## src/rtl/iomem_arbiter.sv

```systemverilog
// iomem_arbiter: round-robin share of the iomem bus between CPU (m0) and a second master (m1); 1-cycle arbitration, then pass-through.
// Grant held until iomem_ready (completion to the owner only); define IOMEM_TIMEOUT_EN for a watchdog that force-completes stalled transfers.
module iomem_arbiter #(
    parameter int unsigned TIMEOUT_CYCLES = 1024,
    parameter logic [31:0] TIMEOUT_RDATA  = 32'h0000_0000
) (
    input  logic        clk,
    input  logic        reset,

    input  logic        m0_valid,
    output logic        m0_ready,
    input  logic [3:0]  m0_wstrb,
    input  logic [31:0] m0_addr,
    input  logic [31:0] m0_wdata,
    output logic [31:0] m0_rdata,

    input  logic        m1_valid,
    output logic        m1_ready,
    input  logic [3:0]  m1_wstrb,
    input  logic [31:0] m1_addr,
    input  logic [31:0] m1_wdata,
    output logic [31:0] m1_rdata,

    output logic        iomem_valid,
    input  logic        iomem_ready,
    output logic [3:0]  iomem_wstrb,
    output logic [31:0] iomem_addr,
    output logic [31:0] iomem_wdata,
    input  logic [31:0] iomem_rdata,

    output logic        grant,
    output logic        busy,
    output logic        timeout_err
);

    typedef enum logic {
        ST_IDLE = 1'b0,
        ST_BUSY = 1'b1
    } state_t;

    state_t      r_state;
    state_t      w_state_nxt;
    logic        r_grant;
    logic        w_grant_nxt;
    logic        r_last_grant;
    logic        w_last_grant_nxt;

    logic        w_busy;
    logic        w_sel_valid;
    logic        w_done;
    logic        w_expire;
    logic        w_complete;
    logic [31:0] w_rdata;

    if (TIMEOUT_CYCLES < 2 || TIMEOUT_CYCLES > 65535) begin : g_bad_timeout_cycles
        $error("iomem_arbiter: TIMEOUT_CYCLES must be within 2..65535");
    end

    assign w_busy      = (r_state == ST_BUSY);
    assign w_sel_valid = r_grant ? m1_valid : m0_valid;

    // Owner's fields go straight through; masters hold them stable until ready.
    assign iomem_valid = w_busy && w_sel_valid;
    assign iomem_wstrb = r_grant ? m1_wstrb : m0_wstrb;
    assign iomem_addr  = r_grant ? m1_addr  : m0_addr;
    assign iomem_wdata = r_grant ? m1_wdata : m0_wdata;

    assign w_done = iomem_valid && iomem_ready;

`ifdef IOMEM_TIMEOUT_EN
    localparam int unsigned      CNT_W    = $clog2(TIMEOUT_CYCLES + 1);
    localparam logic [CNT_W-1:0] CNT_LAST = CNT_W'(TIMEOUT_CYCLES - 1);

    logic [CNT_W-1:0] r_cnt;

    always_ff @(posedge clk) begin
        if (reset || !w_busy) begin
            r_cnt <= '0;
        end else if (!iomem_ready) begin
            r_cnt <= r_cnt + CNT_W'(1);
        end
    end

    // A real ready in the expiry cycle wins over the forced completion.
    assign w_expire    = iomem_valid && !iomem_ready && (r_cnt == CNT_LAST);
    assign timeout_err = w_expire;
`else
    assign w_expire    = 1'b0;
    assign timeout_err = 1'b0;
`endif

    assign w_complete = w_done || w_expire;
    assign w_rdata    = w_expire ? TIMEOUT_RDATA : iomem_rdata;

    assign m0_ready = w_complete && !r_grant;
    assign m1_ready = w_complete &&  r_grant;
    assign m0_rdata = m0_ready ? w_rdata : 32'h0;
    assign m1_rdata = m1_ready ? w_rdata : 32'h0;

    assign grant = r_grant;
    assign busy  = w_busy;

    always_ff @(posedge clk) begin
        if (reset) begin
            r_state      <= ST_IDLE;
            r_grant      <= 1'b0;
            r_last_grant <= 1'b1;
        end else begin
            r_state      <= w_state_nxt;
            r_grant      <= w_grant_nxt;
            r_last_grant <= w_last_grant_nxt;
        end
    end

    always_comb begin
        w_state_nxt      = r_state;
        w_grant_nxt      = r_grant;
        w_last_grant_nxt = r_last_grant;
        case (r_state)
            ST_IDLE: begin
                if (m0_valid && m1_valid) begin
                    w_grant_nxt = ~r_last_grant;
                    w_state_nxt = ST_BUSY;
                end else if (m0_valid) begin
                    w_grant_nxt = 1'b0;
                    w_state_nxt = ST_BUSY;
                end else if (m1_valid) begin
                    w_grant_nxt = 1'b1;
                    w_state_nxt = ST_BUSY;
                end
            end
            ST_BUSY: begin
                // Owner withdrawing its request aborts without touching fairness history.
                if (!w_sel_valid) begin
                    w_state_nxt = ST_IDLE;
                end else if (w_complete) begin
                    w_state_nxt      = ST_IDLE;
                    w_last_grant_nxt = r_grant;
                end
            end
            default: begin
                w_state_nxt = ST_IDLE;
            end
        endcase
    end

endmodule

```

## config.mk

```make
export PLATFORM = sky130hd
export DESIGN_NAME = iomem_arbiter
export DESIGN_NICKNAME = d
export VERILOG_FILES = /design/src/rtl/iomem_arbiter.sv
export SDC_FILE = /design/constraint.sdc
export NUM_CORES = 1
export LEC_CHECK = 0
export ABC_AREA = 1
export CORE_AREA = 2 2 121 123
export CTS_BUF_LIST = sky130_fd_sc_hd__clkbuf_8
export DETAILED_ROUTE_END_ITERATION = 6
export DIE_AREA = 0 0 123 125
export SLEW_MARGIN = 20
export SYNTH_ARGS = -nofsm -noshare
export SYNTH_HDL_FRONTEND = slang
export SYNTH_SLANG_ARGS = --single-unit
export TNS_END_PERCENT = 10
```

## constraint.sdc

```tcl
create_clock -name clk -period 3.6 [get_ports clk]
set_input_delay 0.54 -clock clk [delete_from_list [all_inputs] [get_ports clk]]
set_output_delay 0.54 -clock clk [all_outputs]
set_load 0.01 [all_outputs]
```

==> impl_metrics.csv, run 1 <==
group,metric,value,unit
logic_synthesis,async_flop_share,0,
clock_tree,numCtsBuffers,3,
logic_synthesis,synthFlopType,"dfxtp_1",
detailed_routing,wl_per_cell,11.1,microns
floorplanning,dieArea,15400,sq um
placement,io_buffer_count,309,
logic_synthesis,synth_enable_flop_cells,0,
critical_path,worstPathRequired,3060,ps
detailed_routing,first_pass_iters,4,
detailed_routing,drc_errors,0,
critical_path,end_kind,"primary output",
logic_synthesis,ys_ff_latch,3,
flow_run,maxCapViolCount,0,
clock_tree,clkLatencyLatePin,210,ps
power_and_ir_drop,vdd_drop_max,0.0996,mV
final_layout,final_nets,819,
floorplanning,rows,44,
logic_synthesis,synth_area,1520,sq um
detailed_routing,num_vias,2963,
final_layout,final_util,0.339,
floorplanning,fp.dieW,123,microns
floorplanning,start_util,0.107,
global_route,grt_pass1_vias,2748,
clock_tree,htreeDepth,1,
final_layout,syn2layout_area_growth,216,%
power_and_ir_drop,p_per_area,140,nW/um^2
timing,rsz0062_at_grt,"false",
power_and_ir_drop,power.leakage,0.00222,uW
critical_path,crit_start,"m1_valid",
timing,max_freq,355,MHz
timing,finalCriticalPeriod,2820,ps
timing,max_slew.worst_pin.slew,664,ps
timing,finalSetupViolations,0,
timing,hold_violations,0,
timing,finalClockSkew,1.01,ps
critical_path,cp_max_fo,33,
timing,finalCritPeriodShare,0.782,
logic_synthesis,synthCells,350,
final_layout,fillers,1526,
logic_synthesis,ys_seq_area_frac,0.0394,
critical_path,crit_slowest_cell,"clkdlybuf4s50_1",
timing,relSlewSlack,0.557,
critical_path,r2r-start,"grant$_SDFFE_PP0P_",
critical_path,path_common_cell,"clkdlybuf4s50_1",
detailed_routing,vias_per_cell,3.57,
final_layout,multi_input_area,1190,sq um
detailed_routing,drt_iter0_drc,94,
detailed_routing,wirelength,9230,microns
hold_path,hold_path_class,"flop to flop",
logic_synthesis,synth_top_cell_by_area,"nand2_1",
floorplanning,core_area,14200,sq um
logic_synthesis,avgSynthCellArea,4.35,sq um
logic_synthesis,synth_cell_types,17,
hold_path,min_from,"r_last_grant$_SDFFE_PP1P_",
critical_path,cp_cell_sequence,"clkdlybuf4s50_1 -> nand2_1 -> nand2_2 -> nand4_4 -> buf_12 -> nor2_2 -> clkdlybuf4s50_1",
floorplanning,die_h,125,microns
critical_path,criticalPathCategory,"input port to primary output",
clock_tree,root_buffer,"clkbuf_8",
timing,setup-tns-final,0,ps
global_route,grt_pass1_wl,13700,microns
critical_path,cp_slowest_stage_delay,580,ps
clock_tree,clock_path_buffers,2,
detailed_routing,postRouteAntennaNets,0,
global_route,grt_start_max_net_pins,66,
placement,post-place-ws,784,ps
logic_synthesis,synth_top_area_frac,0.517,
global_route,grt_use_total,0.109,
global_route,gr-total-overflow,0,
clock_tree,postCtsHoldBufs,0,
floorplanning,ios,311,
critical_path,crit_arrival,2280,ps
timing,drv_slew,0,
clock_tree,cts_resized,0,
clock_tree,cts_setup_buffers,0,
clock_tree,cts_tree,"yes",
outcome,status,"complete, no violations",
clock_tree,clk_pin_slew,30,ps
logic_synthesis,synth_nets,523,
timing,fin_ws,784,ps
clock_tree,cts.sinks,3,
critical_path,start_kind,"input port",
final_layout,ff_latch_area,61.3,sq um
placement,gp_congestion,0.752,
logic_synthesis,synth-warning-count,0,
placement,dp_hpwl,7640,microns
final_layout,drive_gt1_frac,0.0651,
final_layout,antenna_cells,0,
global_route,antenna_found_initial,0,
logic_synthesis,synthTopCellsByArea,"nand2_1, nor2_2, inv_1",
==> power by group <==
part           switching [uW]  total [uW]  leakage, uW  internal, uW
registers                4.93        40.9    0.0000251          36.0
clock network            20.5        93.0    0.0000269          72.4
logic                     199         537      0.00217           339
total                     224         671      0.00222           447
==> routing by layer <==
metal	global-route usage	wire length [microns]
met5	0	0
met4	0.0187	94
met3	0.0260	1020
met2	0.204	4620
met1	0.124	3490
==> cell families after synthesis <==
logic type      Yosys count  synth area share
simple gates            281             0.763
buf+inv                  61             0.182
compound gates            4            0.0131
flops                     3            0.0394
other cells               1           0.00246
==> layout make-up <==
class	instances	share of cell area
clock buffer	3	0.00858
clock inverter	1	0.000780
inverter	39	0.0315
multi-input combinational	286	0.247
sequential	3	0.0127
tap	184	0.0479
timing repair buffer	313	0.652
==> worst max-delay path, delay by kind of cell <==
kind	cells	cell delay, ps
buf+inv	3	1310
simple gates	4	420
==> flip-flops by register name (all words and copies together) (netlist names) <==
signal,cells
busy,1
grant,1
r_last_grant,1
==> cells in the final DEF, fill, tap and decap left out <==
| cell type | instances |
|---|---|
| conb_1 | 1 |
| clkdlybuf4s50_1 | 309 |
| o21ai_0 | 1 |
| nor2_1 | 35 |
| nor2_2 | 29 |
| inv_1 | 39 |
| clkbuf_8 | 3 |
| dfxtp_2 | 1 |
| nand4_4 | 1 |
| nand4_2 | 1 |
| buf_12 | 1 |
| buf_4 | 3 |
| nand2_1 | 210 |
| a21oi_1 | 3 |
| nand3_1 | 3 |
| inv_6 | 1 |
| dfxtp_1 | 2 |
| nand2_2 | 2 |
==> Yosys cell counts (2+ instances only) <==
master,count
nor2_1,35
buf_6,4
clkbuf_1,9
nand2_1,210
nand2_2,2
inv_1,38
a21oi_1,3
nor2_2,29
buf_2,8
nand3_1,3
dfxtp_1,3
==> path summary, 6_finish.rpt <==
check	endpoint	slack, ps	depth (start not counted)
setup / recovery	m0_rdata[15]	780	7
setup reg to reg	grant$_SDFFE_PP0P_	2250	3
hold / removal	r_last_grant$_SDFFE_PP1P_	450	2
hold reg to reg	r_last_grant$_SDFFE_PP1P_	450	2
==> stage by stage <==
step                power, uW  cells  instance area, sq um  hold WS, ps
floorplan                 211    350                  1520          419
global placement          584    825                  4760          438
detailed placement        583    825                  4760          444
CTS                       682    829                  4810          451
global route              728    829                  4810          492
finish                    671    829                  4810          447
Note: power is estimated with default switching activity, not from simulation.
==> run 2, diff against run 1 <==
- CORE_AREA: 2 2 121 123 -> 2 2 120 122
- DIE_AREA: 0 0 123 125 -> 0 0 122 124
- clock period: 3.6 -> 2.6 ns (I/O delays scaled with it)
==> run 2 against run 1 <==
Effect of this change:
- non-clock buffer count rose by 2
- largest cell class unchanged
- critical path depth is the same
- cell count fell by 0.24%
- global-route usage is 0.66 points higher
- design area increased by 0.47%
==> impl_metrics.csv, run 2 (same netlist as run 1, synthesis figures left out) <==
group,metric,value,unit
outcome,status,"complete, no violations",
power_and_ir_drop,power.leakage,0.00224,uW
final_layout,mostFrequentLayoutCells,"clkdlybuf4s50_1, nand2_1, inv_1, nor2_1, nor2_2",
placement,gp_congestion,0.753,
clock_tree,root_buffer,"clkbuf_8",
global_route,antenna_found_initial,0,
final_layout,ff_latch_area,61.3,sq um
placement,dp_hpwl,8300,microns
detailed_routing,first_pass_iters,4,
clock_tree,clock_path_buffers,2,
critical_path,crit_start,"m1_valid",
timing,max_freq,403,MHz
critical_path,start_kind,"input port",
clock_tree,clk_pin_slew,30,ps
critical_path,path_common_cell,"clkdlybuf4s50_1",
final_layout,final_nets,821,
clock_tree,cts_resized,0,
clock_tree,htreeDepth,1,
final_layout,final_common_cell,"clkdlybuf4s50_1",
critical_path,cp_max_fo,33,
global_route,grt_use_total,0.115,
critical_path,criticalPathCategory,"input port to primary output",
final_layout,final_area,4830,sq um
placement,place_inst,823,
placement,io_buffer_count,309,
detailed_routing,wirelength,9690,microns
timing,hold_violations,0,
power_and_ir_drop,finalPower,939,uW
critical_path,cp_slowest_stage_delay,550,ps
critical_path,crit_slowest_cell,"clkdlybuf4s50_1",
critical_path,end_kind,"primary output",
hold_path,holdPathEnd,"r_last_grant$_SDFFE_PP1P_",
critical_path,worstPathRequired,2210,ps
timing,finalCritPeriodShare,0.955,
floorplanning,fp.dieW,122,microns
timing,finalCriticalPeriod,2480,ps
power_and_ir_drop,vdd_drop_max,0.0956,mV
timing,relSlewSlack,0.643,
global_route,grt_pass1_wl,13900,microns
detailed_routing,drt_iter0_drc,67,
floorplanning,start_util,0.111,
placement,post_dp_cell_area,4790,sq um
clock_tree,numCtsBuffers,3,
timing,setup-tns-final,0,ps
critical_path,worst-r2r-cell-count,6,
timing,finalSetupViolations,0,
hold_path,hold_path_class,"flop to flop",
power_and_ir_drop,p_per_area,194,nW/um^2
placement,post-place-ws,110,ps
timing,finalClockSkew,1.22,ps
global_route,grt_pass1_vias,2860,
timing,rsz0062_at_grt,"false",
critical_path,r2r-start,"grant$_SDFFE_PP0P_",
timing,fin_ws,116,ps
critical_path,r2r_slack,1430,ps
floorplanning,dieArea,15100,sq um
floorplanning,core_area,13700,sq um
detailed_routing,vias_per_cell,3.61,
critical_path,crit_family,"buffers and inverters",
final_layout,fin_cells,827,
final_layout,syn2layout_area_growth,217,%
critical_path,cp_cell_sequence,"clkdlybuf4s50_1 -> nand2_1 -> nand2_2 -> nand4_4 -> buf_12 -> nor2_2 -> clkdlybuf4s50_1",
detailed_routing,postRouteAntennaNets,0,
final_layout,drive_gt1_frac,0.0680,
final_layout,fillers,1500,
global_route,gr-total-overflow,0,
timing,drv_slew,0,
final_layout,antenna_cells,0,
clock_tree,clkLatencyLatePin,220,ps
global_route,grt_start_max_net_pins,54,
floorplanning,die_h,124,microns
critical_path,reg2reg_to,"r_last_grant$_SDFFE_PP1P_",
critical_path,crit_arrival,2090,ps
timing,max_slew.worst_pin.slew,535,ps
clock_tree,cts.sinks,3,
critical_path,cp.buffers_inverters,3,
final_layout,multi_input_area,1190,sq um
clock_tree,cts_tree,"yes",
clock_tree,cts_setup_buffers,0,
detailed_routing,drc_errors,0,
floorplanning,ios,311,
hold_path,whs_path_depth,2,
critical_path,critical_path_depth,7,
detailed_routing,num_vias,2989,
flow_run,maxCapViolCount,0,
floorplanning,rows,43,
hold_path,min_from,"r_last_grant$_SDFFE_PP1P_",
detailed_routing,wl_per_cell,11.7,microns
clock_tree,postCtsHoldBufs,0,
## run 2: cell types whose count changed in the layout (fill, tap and decap cells not counted), sizes merged
| cell | change |
|---|---|
| buf | +2 |
## run 2: how the worst max path moves through the flow
| stage | to |
|---|---|
| 2_1_floorplan | m0_rdata[10] |
| 3_3_place_gp | m0_rdata[23] |
| 3_5_place_dp | m0_rdata[1] |
| 4_1_cts | m0_rdata[1] |
| 5_1_grt | m0_rdata[23] |
| 6_report | m0_rdata[23] |
## run 2: layer usage
| layer | wire length (microns) | GRT usage | share of wire | vias to the layer above |
|---|---|---|---|---|
| met2 | 4750 | 0.211 | 0.49 | 174 |
| met5 | 0 | 0 | 0 | - |
| li1 | - | - | - | 1595 |
| met3 | 1040 | 0.0380 | 0.11 | 16 |
| met1 | 3710 | 0.126 | 0.38 | 1204 |
| met4 | 188 | 0.0366 | 0.019 | 0 |
## run 2: cell type report
type | count | share of cell area
Tap cell | 180 | 0.0466
Timing Repair Buffer | 315 | 0.655
Clock inverter | 1 | 0.000777
Inverter | 39 | 0.0313
Sequential cell | 3 | 0.0127
Multi-Input combinational cell | 286 | 0.245
Clock buffer | 3 | 0.00854
## run 2: worst min-delay path, stage by stage (launching register included)
cell     delay (ps)
dfxtp_1         300
nand2_1          60
nand2_1          40
## run 2: stage by stage
stage	hold slack [ps]	utilization
2_1_floorplan	419	-
3_3_place_gp	451	0.349
3_5_place_dp	448	0.349
4_1_cts	455	0.352
5_1_grt	475	0.352
6_report	452	0.352
## run 2: power by group
group	internal [uW]	switching [uW]
Combinational	473	278
Sequential	49.8	5.68
Clock	101	31.9
Total	623	316
